<file path="src/rtl/vga_timing_anim.sv">
// 640x480@60 VGA raster timing from a 50 MHz clock, plus a frame-synchronous
// sprite animation index that only ever changes on the frame wrap.
module vga_timing_anim #(
  parameter int unsigned H_VISIBLE    = 640,
  parameter int unsigned H_SYNC_START = 656,
  parameter int unsigned H_SYNC_END   = 752,
  parameter int unsigned H_TOTAL      = 800,
  parameter int unsigned V_VISIBLE    = 480,
  parameter int unsigned V_SYNC_START = 490,
  parameter int unsigned V_SYNC_END   = 492,
  parameter int unsigned V_TOTAL      = 525,
  parameter int unsigned ANIM_FRAMES  = 6,
  parameter int unsigned ANIM_PERIOD  = 8
) (
  input  logic       Clk,
  input  logic       Reset_n,
  input  logic       anim_en,
  output logic       vga_clk,
  output logic [9:0] DrawX,
  output logic [9:0] DrawY,
  output logic       hs,
  output logic       vs,
  output logic       blank,
  output logic       frame_tick,
  output logic [2:0] anim_sel
);

  localparam int unsigned CW = 10;
  localparam int unsigned SW = 3;

  logic          vga_clk_q, vga_clk_d;
  logic [CW-1:0] hc_q, hc_d;
  logic [CW-1:0] vc_q, vc_d;
  logic [SW-1:0] fcnt_q, fcnt_d;
  logic [SW-1:0] anim_sel_q, anim_sel_d;
  logic          frame_tick_q, frame_tick_d;

  logic pix_en;
  logic h_end;
  logic v_end;
  logic frame_wrap;

  // Raster counters advance on the Clk edge where vga_clk falls.
  always_comb begin
    pix_en     = vga_clk_q;
    h_end      = (hc_q == CW'(H_TOTAL - 1));
    v_end      = (vc_q == CW'(V_TOTAL - 1));
    frame_wrap = pix_en && h_end && v_end;

    vga_clk_d = ~vga_clk_q;
    hc_d      = hc_q;
    vc_d      = vc_q;
    if (pix_en) begin
      if (h_end) begin
        hc_d = '0;
        vc_d = v_end ? '0 : vc_q + CW'(1);
      end else begin
        hc_d = hc_q + CW'(1);
      end
    end
  end

  // Animation only moves on a frame wrap, so a drawn frame uses one sprite.
  always_comb begin
    frame_tick_d = frame_wrap;
    fcnt_d       = fcnt_q;
    anim_sel_d   = anim_sel_q;
    if (frame_wrap && anim_en) begin
      if (fcnt_q == SW'(ANIM_PERIOD - 1)) begin
        fcnt_d     = '0;
        anim_sel_d = (anim_sel_q == SW'(ANIM_FRAMES - 1)) ? '0 : anim_sel_q + SW'(1);
      end else begin
        fcnt_d = fcnt_q + SW'(1);
      end
    end
  end

  always_ff @(posedge Clk or negedge Reset_n) begin
    if (!Reset_n) begin
      vga_clk_q    <= 1'b0;
      hc_q         <= '0;
      vc_q         <= '0;
      fcnt_q       <= '0;
      anim_sel_q   <= '0;
      frame_tick_q <= 1'b0;
    end else begin
      vga_clk_q    <= vga_clk_d;
      hc_q         <= hc_d;
      vc_q         <= vc_d;
      fcnt_q       <= fcnt_d;
      anim_sel_q   <= anim_sel_d;
      frame_tick_q <= frame_tick_d;
    end
  end

  // Sync/blank decode straight from the counters keeps them aligned to DrawX/DrawY.
  assign hs    = !((hc_q >= CW'(H_SYNC_START)) && (hc_q < CW'(H_SYNC_END)));
  assign vs    = !((vc_q >= CW'(V_SYNC_START)) && (vc_q < CW'(V_SYNC_END)));
  assign blank = (hc_q < CW'(H_VISIBLE)) && (vc_q < CW'(V_VISIBLE));

  assign vga_clk    = vga_clk_q;
  assign DrawX      = hc_q;
  assign DrawY      = vc_q;
  assign frame_tick = frame_tick_q;
  assign anim_sel   = anim_sel_q;

endmodule
</file>
<file path="config.mk">
export PLATFORM = sky130hd
export DESIGN_NAME = vga_timing_anim
export DESIGN_NICKNAME = d
export VERILOG_FILES = /design/src/rtl/vga_timing_anim.sv
export SDC_FILE = /design/constraint.sdc
export NUM_CORES = 1
export LEC_CHECK = 0
export ABC_AREA = 1
export CELL_PAD_IN_SITES_DETAIL_PLACEMENT = 1
export CELL_PAD_IN_SITES_GLOBAL_PLACEMENT = 1
export CORE_ASPECT_RATIO = 1.2
export CORE_MARGIN = 4
export CORE_UTILIZATION = 45
export DETAILED_ROUTE_END_ITERATION = 7
export DONT_BUFFER_PORTS = 1
export GPL_TIMING_DRIVEN = 0
export PLACE_DENSITY_LB_ADDON = 0.15
export SYNTH_ARGS = -nofsm -noshare
export SYNTH_HDL_FRONTEND = slang
export SYNTH_SLANG_ARGS = --single-unit
</file>
<file path="constraint.sdc">
create_clock -name Clk -period 3.7 [get_ports Clk]
set_clock_uncertainty 0.2 [all_clocks]
set_input_delay 0.555 -clock Clk [delete_from_list [all_inputs] [get_ports Clk]]
set_output_delay 0.555 -clock Clk [all_outputs]
set_load 0.005 [all_outputs]
</file>
==> run_results.csv <==
group,metric,value,unit
sta,timing.final.hold_violations,0,
clocking,cts_tree,"built",
clocking,cts_resized,0,
final_layout,insertedDiodeCount,0,
synth,syn_area,1698,um2
synth,seq_area_frac_synth,41.27,%
grt,first_global_vias,1538,
sta,tightest_slew,401.2,ps
grt,grt_first_pass_wirelength,7003,um
critical_path,critPathLaunch,"DrawY[5]$_DFFE_PN0N_",
route,drc,0,
synth,syn-num-nets,227,
final_layout,final_nets,234,
synth,synth.ff_latch_count,28,
critical_path,arrival,1480,ps
worst_hold_path,hold_class,"in2reg",
floorplanning,rows,24,
grt,overflow,0,
sta,slew_headroom,73.01,%
route,routed_wl,4167,um
floorplanning,die_area,4824,um2
route,dr.pass1.iters,4,
clocking,clock_sinks,28,
route,routed.top_layer,"met4",
synth,synth_cells,217,
route,post_drt_wl_per_cell,15.15,um
route,drt-initial-drc-count,54,
clocking,clk-insertion-delay-late,280,ps
place,dp_cells,269,
route,num_vias,1482,
floorplanning,start_util,46.73,%
grt,grt_max_degree,29,
route,wl_met3,251,um
critical_path,cp-start-kind,"register",
critical_path,worstSetupEndpointType,"primary output",
critical_path,cp_data_required_time,2940,ps
pwr,p_per_area,298.5,nW/um2
clocking,cts_setup_buffers,0,
place,hpwl,3321,um
clocking,ctsHoldBuffers,2,
synth,synth.distinct_cells,27,
sta,final.min_clock_period,2239,ps
status,status,"completed",
route,wl_met1,1554,um
floorplanning,fp.dieW,64.08,um
sta,fin_hold_ws,219.8,ps
sta,period_share,60.51,%
clocking,root_buffer,"clkbuf_8",
place,place.gp.congestion,0.8073,
critical_path,cpPeakStageDelay,490,ps
route,viasPerCell,5.389,
critical_path,cp_max_fo,7,
sta,setup_tns,0,ps
sta,rsz0062_at_grt,"false",
route,dr_wl_met2,2303,um
critical_path,r2r-start,"DrawY[0]$_DFFE_PN0N_",
flow_run,drv_cap,0,
critical_path,critical_path_class,"reg2out",
pwr,p_leak,0.0009268,uW
clocking,htreeDepth,1,
final_layout,layout-drive-gt1-share,12.11,%
floorplanning,core,3633,um2
worst_hold_path,hold_path.startpoint,"anim_en",
critical_path,slowest_stage,"dfrtp_1",
final_layout,area.growth.synth_to_final,9.801,%
critical_path,worst-path-buf-inv,0,
clocking,clk_path_buf_depth,2,
pwr,irDropWorstVdd,0.1889,mV
critical_path,path_cells,"nand2_1, nor3_1, o2111ai_1",
floorplanning,die_h,75.29,um
synth,synth_warnings,0,
clocking,clk_pin_slew,100,ps
route,ant_nets,0,
synth,syn_avg_cell_area,7.824,um2
grt,grt_use_total,18.67,%
floorplanning,io_pins,31,
place,io_buffers,0,
critical_path,crit_family,"flip-flops",
clocking,numCtsBuffers,3,
final_layout,instances_no_fill,275,
sta,finalSetupViolCount,0,
sta,drv_slew,0,
sta,fmax,446.7,MHz
grt,antenna_found_initial,0,
[registers in the layout (all words and copies together), names as in the netlist]
register    flops
DrawX          10
DrawY          10
anim_sel        3
fcnt_q          3
frame_tick      1
vga_clk         1
[routing by layer]
layer,global-route usage [%],vias to the layer above
li1,-,718
met1,19.05,724
met2,36.74,33
met3,5.457,7
met4,5.755,0
met5,0,-
[Yosys cell counts]
cell type  instances  area share, %
nand2_1           40            8.8
inv_1             32            7.1
dfrtp_1           28             41
nor2_1            25            5.5
nand3_1           12            3.5
a21oi_1           10            2.9
nand4_1           10            3.7
o21ai_0           10            2.9
nor3_1             8            2.4
ha_1               7            5.2
xor2_1             6            3.1
inv_2              4           0.88
nand2_2            4            1.5
nor2_4             4            2.7
nand3_2            2            1.2
nand3b_1           2           0.88
nor2_2             2           0.74
nor4_1             2           0.74
buf_6              1           0.66
clkinv_1           1           0.22
inv_4              1           0.37
nand4_2            1           0.74
nand4_4            1            1.3
nor3_2             1           0.59
o2111ai_1          1           0.52
o21ai_1            1           0.29
or2_2              1           0.37
[area by class of cell]
class | count | area [um2]
fill | 446 | 1769
multi-input combinational | 150 | 840.8
sequential | 28 | 700.7
inverter | 38 | 145.1
tap | 52 | 65.06
clock buffer | 3 | 41.29
clock inverter | 1 | 30.03
timing repair buffer | 2 | 30.03
buffer | 1 | 11.26
[final timing paths]
kind / end / slack, ps / cells after the start
setup reg to reg: anim_sel[1]$_DFFE_PN0P_ / 1690 / 9
max in group asynchronous: DrawY[9]$_DFFE_PN0N_ / 2640 / 2
setup / recovery: vs / 1460 / 3
min in group asynchronous: DrawY[2]$_DFFE_PN0N_ / 500 / 2
hold reg to reg: fcnt_q[1]$_DFFE_PN0P_ / 330 / 2
hold / removal: anim_sel[0]$_DFFE_PN0P_ / 220 / 2
[where the power goes]
group / internal [uW] / switching, uW / total, uW
Clock: 145 / 96.7 / 242
Combinational: 2.88 / 6.17 / 9.05
Sequential: 306 / 0 / 306
Total: 454 / 103 / 556
[metrics by stage]
step                      instance area [um2]  utilization (%)  setup slack [ps]  total power (uW)
final                                    1864            51.31              1461             556.4
after global placement                   1763            48.52              1779             311.9
after floorplan                          1698                -              2021             311.9
after CTS                                1864            51.31              1427             567.8
after global routing                     1864            51.31              1326             578.9
after detailed placement                 1763            48.52              1692             311.9
[cell usage in the layout, fill, tap and decap left out, drive strengths merged]
cell type and count:
nand3b 2, nand4 12, ha 7, xor2 6, inv 37, nor4 2
nand3 14, bufinv 1, clkinv 1, dlygate4sd3 1, a21oi 10, clkbuf 3
nor3 9, buf 2, or2 1, o2111ai 1, nand2 44, o21ai 11
nor2 31, dfrtp 28
[cells by family (layout without fill, tap and decap cells)]
logic type / count (synthesis) / count (layout) / share of synthesized area, %
AND/OR/NAND/NOR: 115 / 115 / 34.56
buffers and inverters: 39 / 45 / 9.211
flip-flops: 28 / 28 / 41.27
AO/OA/AOI/OAI: 22 / 22 / 6.706
adder cells (fa/ha/maj): 7 / 7 / 5.158
XOR/XNOR: 6 / 6 / 3.095
(Power assumes the default switching activity.)
==> variant (config.mk and constraints unchanged) <==
Reset style: synchronous (`Reset_n`), changed in one clocked block.
--- a/src/rtl/vga_timing_anim.sv
+++ b/src/rtl/vga_timing_anim.sv
@@ -75,7 +75,7 @@
     end
   end
 
-  always_ff @(posedge Clk or negedge Reset_n) begin
+  always_ff @(posedge Clk) begin
     if (!Reset_n) begin
       vga_clk_q    <= 1'b0;
       hc_q         <= '0;
Function: differs if Reset_n is asserted again (counterexample within 4 cycles, from zero or initial values and one cycle with Reset_n low); with Reset_n held inactive, the same outputs for 10 cycles.
==> variant against the unedited design <==
- synthesized area decreased by 10%
- hold slack got worse by 0.10 ns
- design area decreased by 14%
- sequential cell count unchanged
- worst setup slack improved by 0.052 ns
- critical path type unchanged
- final cell count decreased by 4.4%
- power decreased by 14%
- routed wire length decreased by 9.4%
==> variant: results (changes against the unedited design) <==
- Largest net degree at the start of global routing: 16 (was 29)
- Highest metal layer with signal wires: met4 (unchanged)
- CTS resizes: 0 (unchanged)
- DP Wirelength: 2970 µm (was 3320 µm)
- Ys flop type: dfxtp_1 (was dfrtp_1)
- Setup bufs post-CTS: 0 (unchanged)
- Setup TNS: 0 ns (unchanged)
- Root Driver: clkbuf_4 (was clkbuf_8)
- Place WS: 1.78 ns (was 1.69 ns)
- First-pass GRT wire length: 6550 µm (was 7000 µm)
- Status: completed (unchanged)
- Wire per inst: 14.4 µm (was 15.2 µm)
- Commonest cells in the netlist: nor2_1, nand2_1, inv_1 (was nand2_1, inv_1, dfrtp_1)
- H-tree lvl count: 1 (unchanged)
- Power Combinational: 13.5 µW (was 9.05 µW)
- Logic pwr share: 2.8% (was 1.6%)
- Worst-Skew Late Latency: 0.34 ns (was 0.28 ns)
- Rel. slew slack: 62.2% (was 73.0%)
- Clock group share of total power: 32.3% (was 43.4%)
- Final cell count without fillers: 263 (was 275)
- Number of I/O port buffers: 0 (unchanged)
- Routability Congestion: 0.787 (was 0.807)
- CTS Buf Count: 3 (unchanged)
- Critical Path Fanout Max: 6 (was 7)
- Syn avg cell area: 6.82 µm² (was 7.82 µm²)
- Metal2 WL: 1830 µm (was 2300 µm)
- Slowest CP cell: dfxtp_1 (was dfrtp_1)
- Int Power: 368 µW (was 454 µW)
- M1 WL: 1710 µm (was 1550 µm)
- Clock slew at reported path FFs: 0.15 ns (was 0.10 ns)
- Slowest stage delay, CP: 0.49 ns (about the same)
- Met3 wire len: 188 µm (was 251 µm)
- # diodes: 0 (unchanged)
- Count of synthesis-stage warnings from yosys: 0 (unchanged)
- Number of fill cells: 453 (was 446)
- Tot GR Track Use: 19.1% (was 18.7%)
- Worst VDD drop: 0.250 mV (was 0.189 mV)
- Worst Hold Class: in -> reg (unchanged)
- Final #Nets: 238 (was 234)
- CP Data Arrival Time: 1.43 ns (was 1.48 ns)
- Initial DRC count: 48 (was 54)
- Clk buf depth: 2 (unchanged)
- Cell variety after synth: 26 (was 27)
- Sequential area share after synthesis: 36.9% (was 41.3%)
- Share of layout cells above drive strength 1: 7.05% (was 12.1%)
- Initial antenna violation count: 0 (unchanged)
- Syn nets: 233 (was 227)
- Vias: 1408 (was 1482)
- P_leak: 0.000640 µW (was 0.000927 µW)
- Largest cells by area after synthesis: dfxtp_1, nor2_1, nand2_1 (was dfrtp_1, nand2_1, inv_1)
- Post-synthesis async set-or-reset flop share: 0% (was 100%)
- 1st-pass router iterations: 4 (unchanged)
- Cell Area, Placed: 1570 µm² (was 1760 µm²)
## variant: cell types whose count changed after synthesis, sizes merged, moves of 2 or more
cell,unedited run,this run
dfrtp,28,0
dfxtp,0,28
nor2,31,49
nand3,14,8
inv,37,32
xor2,6,1
nand2,44,48
nor3,9,5
nor3b,0,3
o21ai,11,8
nand3b,2,0
nand4,12,14
o211ai,0,2
## variant: cell families (layout without fill, tap and decap cells)
family | Yosys count | in the layout | synth area share (%)
AND/OR/NAND/NOR | 129 | 129 | 39.4
buffers and inverters | 35 | 39 | 8.72
flip-flops | 28 | 28 | 36.9
AO/OA/AOI/OAI | 22 | 22 | 8.07
adder cells (fa/ha/maj) | 7 | 7 | 5.76
XOR/XNOR | 2 | 2 | 1.15
## variant: metal layers
layer,vias up,track usage [%]
met1,661,24.6
met2,22,30.5
li1,720,-
met5,-,0
met4,0,5.78
met3,5,5.41
## variant: final cells by class
class | instances | area (µm²) | area share, %
flip-flops and latches | 28 | 561 | 35.0
well taps | 36 | 45.0 | 2.81
inverters | 34 | 129 | 8.05
plain buffers | 1 | 3.75 | 0.234
clock buffers | 4 | 36.3 | 2.27
multi-input cells | 160 | 827 | 51.6
## variant: final timing paths
| kind | from | end | slack, ns | cells past startpoint |
|---|---|---|---|---|
| hold reg to reg | fcnt_q[2] | fcnt_q[2] | 0.33 | 2 |
| setup reg to reg | DrawX[1] | DrawY[9] | 1.77 | 8 |
| setup / recovery | DrawY[0] | vs | 1.51 | 3 |
| hold / removal | Reset_n | anim_sel[1] | 0.12 | 2 |
## variant: critical path, delay by kind of cell, from the launching register on
kind,cells,cell delay [ns]
buf+inv,1,0.14
compound gates,1,0.25
flops,1,0.49
fa+ha+maj,1,0.21
